==> src/rtl/crc_sequencer.sv <==
// Sequencer that feeds parallel message words MSB-first into a bit-serial CRC
// engine and captures the final CRC with a one-cycle done pulse.
module crc_sequencer #(
  parameter int DATA_W = 8,
  parameter int CRC_W  = 8,
  parameter int LEN_W  = 8
) (
  input  logic              clk,
  input  logic              rst,
  input  logic              start,
  input  logic [LEN_W-1:0]  msg_len,
  input  logic              abort,
  input  logic              in_valid,
  input  logic [DATA_W-1:0] in_data,
  output logic              in_ready,
  output logic              busy,
  output logic              crc_init,
  output logic              crc_enable,
  output logic              crc_bit,
  input  logic [CRC_W-1:0]  crc_value,
  output logic              done,
  output logic [CRC_W-1:0]  crc_out
);

  localparam int CNT_W = (DATA_W > 1) ? $clog2(DATA_W) : 1;

  localparam logic [2:0] S_IDLE   = 3'd0;
  localparam logic [2:0] S_INIT   = 3'd1;
  localparam logic [2:0] S_LOAD   = 3'd2;
  localparam logic [2:0] S_SHIFT  = 3'd3;
  localparam logic [2:0] S_SETTLE = 3'd4;
  localparam logic [2:0] S_DONE   = 3'd5;

  localparam logic [CNT_W-1:0] BIT_LAST = CNT_W'(DATA_W - 1);

  logic [2:0]        state_r;
  logic [2:0]        state_s;
  logic [DATA_W-1:0] shreg_r;
  logic [DATA_W-1:0] shreg_s;
  logic [CNT_W-1:0]  bit_cnt_r;
  logic [CNT_W-1:0]  bit_cnt_s;
  logic [LEN_W-1:0]  words_left_r;
  logic [LEN_W-1:0]  words_left_s;

  // Next-state, shift register and counter update; abort overrides every non-idle transition.
  always_comb begin
    state_s      = state_r;
    shreg_s      = shreg_r;
    bit_cnt_s    = bit_cnt_r;
    words_left_s = words_left_r;
    case (state_r)
      S_IDLE: begin
        if (start) begin
          words_left_s = msg_len;
          state_s      = S_INIT;
        end else begin
          state_s = S_IDLE;
        end
      end
      S_INIT: begin
        if (abort) begin
          state_s = S_IDLE;
        end else if (words_left_r != {LEN_W{1'b0}}) begin
          state_s = S_LOAD;
        end else begin
          state_s = S_SETTLE;
        end
      end
      S_LOAD: begin
        if (abort) begin
          state_s = S_IDLE;
        end else if (in_valid) begin
          shreg_s   = in_data;
          bit_cnt_s = BIT_LAST;
          state_s   = S_SHIFT;
        end else begin
          state_s = S_LOAD;
        end
      end
      S_SHIFT: begin
        if (abort) begin
          state_s = S_IDLE;
        end else begin
          shreg_s   = shreg_r << 1;
          bit_cnt_s = bit_cnt_r - CNT_W'(1);
          if (bit_cnt_r == {CNT_W{1'b0}}) begin
            words_left_s = words_left_r - LEN_W'(1);
            state_s      = (words_left_r == LEN_W'(1)) ? S_SETTLE : S_LOAD;
          end else begin
            state_s = S_SHIFT;
          end
        end
      end
      S_SETTLE: begin
        if (abort) begin
          state_s = S_IDLE;
        end else begin
          state_s = S_DONE;
        end
      end
      S_DONE: begin
        state_s = S_IDLE;
      end
      default: begin
        state_s = S_IDLE;
      end
    endcase
  end

  // State and datapath registers.
  always_ff @(posedge clk) begin
    if (!rst) begin
      state_r      <= S_IDLE;
      shreg_r      <= {DATA_W{1'b0}};
      bit_cnt_r    <= {CNT_W{1'b0}};
      words_left_r <= {LEN_W{1'b0}};
    end else begin
      state_r      <= state_s;
      shreg_r      <= shreg_s;
      bit_cnt_r    <= bit_cnt_s;
      words_left_r <= words_left_s;
    end
  end

  // Outputs are registered from the next state so they line up with state_r.
  always_ff @(posedge clk) begin
    if (!rst) begin
      in_ready   <= 1'b0;
      busy       <= 1'b0;
      crc_init   <= 1'b0;
      crc_enable <= 1'b0;
      crc_bit    <= 1'b0;
      done       <= 1'b0;
      crc_out    <= {CRC_W{1'b0}};
    end else begin
      in_ready   <= (state_s == S_LOAD);
      busy       <= (state_s != S_IDLE);
      crc_init   <= (state_s == S_INIT);
      crc_enable <= (state_s == S_SHIFT);
      crc_bit    <= (state_s == S_SHIFT) ? shreg_s[DATA_W-1] : 1'b0;
      done       <= (state_s == S_DONE);
      // The engine has absorbed the last bit by SETTLE, so crc_value is final there.
      if ((state_r == S_SETTLE) && !abort) begin
        crc_out <= crc_value;
      end else begin
        crc_out <= crc_out;
      end
    end
  end

endmodule

==> config.mk <==
export PLATFORM = sky130hd
export DESIGN_NAME = crc_sequencer
export DESIGN_NICKNAME = d
export VERILOG_FILES = /design/src/rtl/crc_sequencer.sv
export SDC_FILE = /design/constraint.sdc
export NUM_CORES = 1
export LEC_CHECK = 0
export ABC_AREA = 1
export BUFFER_PORTS_ARGS = -buffer_cell sky130_fd_sc_hd__clkbuf_2
export CORE_ASPECT_RATIO = 1.1
export CORE_UTILIZATION = 30
export DETAILED_ROUTE_END_ITERATION = 6
export PLACE_DENSITY = 0.47
export SLEW_MARGIN = 20
export SYNTH_ARGS = -nofsm -noshare
export SYNTH_HDL_FRONTEND = slang
export SYNTH_SLANG_ARGS = --single-unit
==> constraint.sdc <==
create_clock -name clk -period 2 [get_ports clk]
set_clock_uncertainty 0.2 [all_clocks]
set_input_delay 0.1 -clock clk [delete_from_list [all_inputs] [get_ports clk]]
set_output_delay 0.1 -clock clk [all_outputs]
set_load 0.005 [all_outputs]
* Word level (Yosys, flattened, before mapping)
Cells that the tools add are included.
** Operators by class
- Mux-type cells :: 22
- Eq/ne operators :: 14
- Add/subtract/negate cells :: 2
- Reduce and logical (&&, ||, !) cells :: 11
** Operator list (count)
- $mux W8 :: 6
- $pmux W8 S2 :: 2
- $mux W3 :: 9
- $pmux W3 S5 :: 1
- $eq A3 B2 Y1 const B :: 4
- $ne A2 B2 Y1 const B :: 5
- $eq A8 B1 Y1 const B :: 1
- $reduce_and A4 Y1 :: 2
- $reduce_bool A8 Y1 :: 1
- $sub A8 B1 Y8 const B :: 1
- $eq A3 B1 Y1 const B :: 2
- $eq A3 B3 Y1 const B :: 2
- $logic_not A3 Y1 :: 2
- $pmux W3 S2 :: 1
- $reduce_bool A2 Y1 :: 2
- $reduce_bool A3 Y1 :: 1
- $sub A3 B1 Y3 const B :: 1
- $mux W1 :: 2
- $mux W2 :: 1
- $reduce_and A2 Y1 :: 1
- $logic_and A1 B1 Y1 :: 1
- $logic_not A1 Y1 :: 1
** Storage, ports and cells
- Flip-flop bits (word level) :: 36

* Logic depth before layout (Yosys ltp)
- Word-level depth :: 7
- Mapped depth :: 12
- Mapped depth without buffers :: 12

* Worst setup path after synthesis
No wires, ideal clock.
- Path type :: flip-flop to flip-flop
- From :: reg bit_cnt_r[0]
- To :: reg words_left_r[5]
- Cell stages (with the launch flop) :: 12
- Data arrival time :: 1.118 ns
- Buffers on the path :: 0
- Slack :: 0.572 ns
- Clock period less this slack :: 1.428 ns
- Cell sequence :: dfxtp_1 inv_1 ha_1 inv_1 nor2_1 nand2_2 nand2_2 nand2_4 inv_4 nand3b_1 nand2_1 nor2_1
** Between the ends
- Word-level cells in the longest chain between the ends :: 3
** Ends and longest elaborated chain
- from (decl) :: RTL line 40 : logic [CNT_W-1:0] bit_cnt_r;
- from (signal assigned) :: RTL line 115 : bit_cnt_r <= {CNT_W{1'b0}};
- from (signal assigned) :: RTL line 120 : bit_cnt_r <= bit_cnt_s;
- $logic_not A3 Y1 :: RTL line 86 : if (bit_cnt_r == {CNT_W{1'b0}}) begin
- $ne A2 B2 Y1 (no line)
- $reduce_and A4 Y1 (no line)
- to (signal assigned) :: RTL line 116 : words_left_r <= {LEN_W{1'b0}};
- to (signal assigned) :: RTL line 121 : words_left_r <= words_left_s;
- to (decl) :: RTL line 42 : logic [LEN_W-1:0] words_left_r;
Every way passes these cells.
A chain may end at the register's enable or synchronous reset.

* Final worst setup path
- From :: reg state_r[1]
- To :: reg words_left_r[5]
** Between the ends
- Word-level cells in the longest chain between the ends :: 3
- Elaborated cells between the ends (all ways) :: 8
- Classes of those cells :: eq/ne (4); mux (1); reduce/logical (3)
** Ends and longest elaborated chain
- from (decl) :: RTL line 36 : logic [2:0] state_r;
- from (signal assigned) :: RTL line 118 : state_r <= state_s;
- $eq A3 B2 Y1 or $logic_not A3 Y1 (tied branches) :: RTL line 51 : case (state_r)
- $ne A2 B2 Y1 (no line) or $reduce_bool A2 Y1 (tied branches)
- $reduce_and A4 Y1 (no line)
Parallel ways exist; a longest one is shown, timed or not.

==> metrics.md <==
| Metric | Value |
|---|---|
| Status | finished clean |
| Final Critical Period | 1636 ps |
| Post-CTS Setup Inserts | 0 |
| Io pins | 43 |
| Crit-path cells | nand2_2 -> nor2_4 -> nand2_1 -> nand2_4 -> inv_4 -> nand2_1 -> nand2_1 -> inv_1 -> nor2_1 |
| Slew at the pin closest to its max-slew limit | 359.4 ps |
| Starting DRT DRC Count | 70 |
| Slew HR | 76.01% |
| Largest net degree at the start of global routing | 20 |
| Layout cell share with drive strength beyond 1 | 20.99% |
| Number of max-cap violations | 0 |
| Part of the power in registers | 49.4% |
| ANT nets after route | 0 |
| Avg Inst Size Synth | 6.947 um2 |
| Die ar. | 0.006264 mm2 |
| Fillers | 635 |
| Cell family with most CP delay | simple AND/OR/NAND/NOR gates |
| DRC viols | 0 |
| Pint | 0.001132 W |
| Final-report hold violation count | 0 |
| Power after layout | 0.001556 W |
| CP max FO | 14 |
| Hold WC Path Type | primary input to register |
| Grt ovf | 0 |
| Synthesized instance count | 257 |
| N_diodes | 0 |
| Post-synth EDFFs | 0 |
| CP max stage cell | dfxtp_1 |
| CTS root buf | clkbuf_8 |
| Post-Syn Area | 0.001785 mm2 |
| Post-synthesis sequential area ratio | 40.36% |
| Post-synthesis cell type count | 27 |
| Routed wire length | 4156 um |
| Detailed-route via count | 1753 |
| Wirelength per Cell | 10.36 um |
| Worst IR Drop VDD | 0.3453 mV |
| PortBufs | 42 |
| Initial antenna violation count | 0 |
| Synth async-reset ratio | 0% |
| Core area | 0.005769 mm2 |
| Fin cells | 401 |
| F_max | 611.4 MHz |
| # nets final | 357 |
| Post-detail-place hpwl | 3019 um |
| H-tree depth | 2 |
| Area delta synth->final | 32.66% |
| TritonCTS buffer count | 5 |
| Worst setup SP type | register |
| Yosys warning count | 0 |
| CP Capture Type | register |
| Setup violators final | 0 |
| Vias in the first global route | 1697 |
| Global-route wire length before repair | 7286 um |
| Leak pwr | 1.131 nW |
| CP most frequent cell | nand2_1 |
| Initial core utilization | 30.95% |
| Clk pin slew, worst setup/hold paths | 70 ps |
| Slowest stage delay, CP | 450 ps |
| Clock power frac | 34.2% |
| Part of the power in combinational logic | 16.4% |
| Final max-slew violation count | 0 |
| Vias per cell | 4.372 |
| P per Cell Area | 656.9 mW/mm2 |
| Sw Ratio | 27.22% |
| Worst-skew pair later-pin latency | 280 ps |
| RSZ-0062 raised after global routing | no |
| Tcrit/Tclk final | 81.78% |
| CTS tree | built |
| Clock sinks | 36 |
| Placed insts | 373 |
| Top FF cell, synth | dfxtp_1 |
| DR pass1 iterations | 4 |
| CP arrival | 1620 ps |
| Crit path kind | register to register |
| Die H | 82.91 um |
| Post-DP Area | 0.002076 mm2 |
| Final GP Congestion | 0.7627 |
| Most common cell after layout, fill and taps aside | nand2_1 |
| CTS Buffer Depth | 2 |
| Setup TNS | 0 ps |
| Most frequent cells in the layout | nand2_1 (64), clkbuf_2 (42), nor2_1 (39) |
| Syn nets | 291 |
| Worst path bufs/invs | 2 |
| Chip width | 75.56 um |
| WP data required | 1980 ps |
| Cell area after layout | 0.002369 mm2 |
| All-Layer GR Usage | 15.06% |
| Rows | 29 |
| NetSw | 0.0004235 W |
| #FFs+latches synth | 36 |
## power by group through the flow
stage / Sequential (W) / Combinational [W] / Clock, W
finish: 0.000768 / 0.000256 / 0.000532
global route: 0.000772 / 0.000298 / 0.000591
floorplan: 0.000780 / 0.000153 / 0
CTS: 0.000768 / 0.000260 / 0.000553
detailed placement: 0.000785 / 0.000228 / 0
global placement: 0.000784 / 0.000230 / 0
## final timing paths
path                   start  cells after the start         endpoint  slack [ps]
setup reg to reg  state_r[1]                      9  words_left_r[5]         360
setup / recovery  state_r[1]                      9  words_left_r[5]         360
hold reg to reg   shreg_r[5]                      2       shreg_r[5]         270
hold / removal      in_valid                      5     bit_cnt_r[2]          10
## layout make-up
| type | instances | area, um2 | area share, % |
|---|---|---|---|
| clock inverter | 2 | 10.01 | 0.4226 |
| multi-input combinational | 181 | 892.1 | 37.67 |
| timing repair buffer | 66 | 440.4 | 18.59 |
| tap | 77 | 96.34 | 4.068 |
| inverter | 33 | 126.4 | 5.335 |
| sequential | 36 | 720.7 | 30.43 |
| clock buffer | 6 | 82.58 | 3.487 |
## through the flow
| stage | setup slack, ps | hold WS (ps) | utilization, % |
|---|---|---|---|
| finish | 364.5 | 14.20 | 41.05 |
| global route | 188.6 | 22.57 | 41.05 |
| CTS | 349.4 | 10.57 | 41.05 |
| detailed placement | 362.9 | 142.6 | 35.98 |
| global placement | 369.6 | 141.3 | 35.98 |
| floorplan | 572.1 | 47.23 | - |
## timing repair
action                    in CTS  in global routing
hold buffers                  20                  0
gates resized for setup        0                  0
hold endpoints to repair      21                  0
## kinds of logic after synthesis
group           count (synthesis)  share of synthesized area, %
compound gates                 45                         13.81
fa+ha+maj                       5                         3.504
flops                          36                         40.36
buf+inv                        40                         9.670
simple gates                  131                         32.66
## synthesized netlist by cell type, types with 3 or more instances
| library cell | count | area, um2 |
|---|---|---|
| a21oi_1 | 12 | 60.06 |
| a22oi_1 | 4 | 30.03 |
| a31oi_1 | 3 | 18.77 |
| clkbuf_1 | 3 | 11.26 |
| dfxtp_1 | 36 | 720.7 |
| ha_1 | 5 | 62.56 |
| inv_1 | 31 | 116.4 |
| nand2_1 | 64 | 240.2 |
| nand2_2 | 3 | 18.77 |
| nand3_1 | 16 | 80.08 |
| nor2_1 | 39 | 146.4 |
| o21ai_0 | 24 | 120.1 |
## per-layer routing
| metal | track usage (%) | part of all wire, % | vias to the layer above |
|---|---|---|---|
| met5 | 0 | 0 | - |
| met4 | 5.051 | 1.7 | 0 |
| met3 | 3.641 | 2.7 | 7 |
| met2 | 26.62 | 51 | 26 |
| met1 | 17.13 | 44 | 777 |
| li1 | - | - | 943 |
## tightest hold or removal path: cells and delay by family
kind / cells / cell delay [ps]
simple gates: 2 / 140
buf+inv: 2 / 140
compound gates: 1 / 70
## registers in the layout, summed over array words and instances (netlist names), 3 cells and up
register and flops:
bit_cnt_r 3, crc_out 8, shreg_r 8, state_r 3, words_left_r 8
Power figures use the tool's default switching activity.
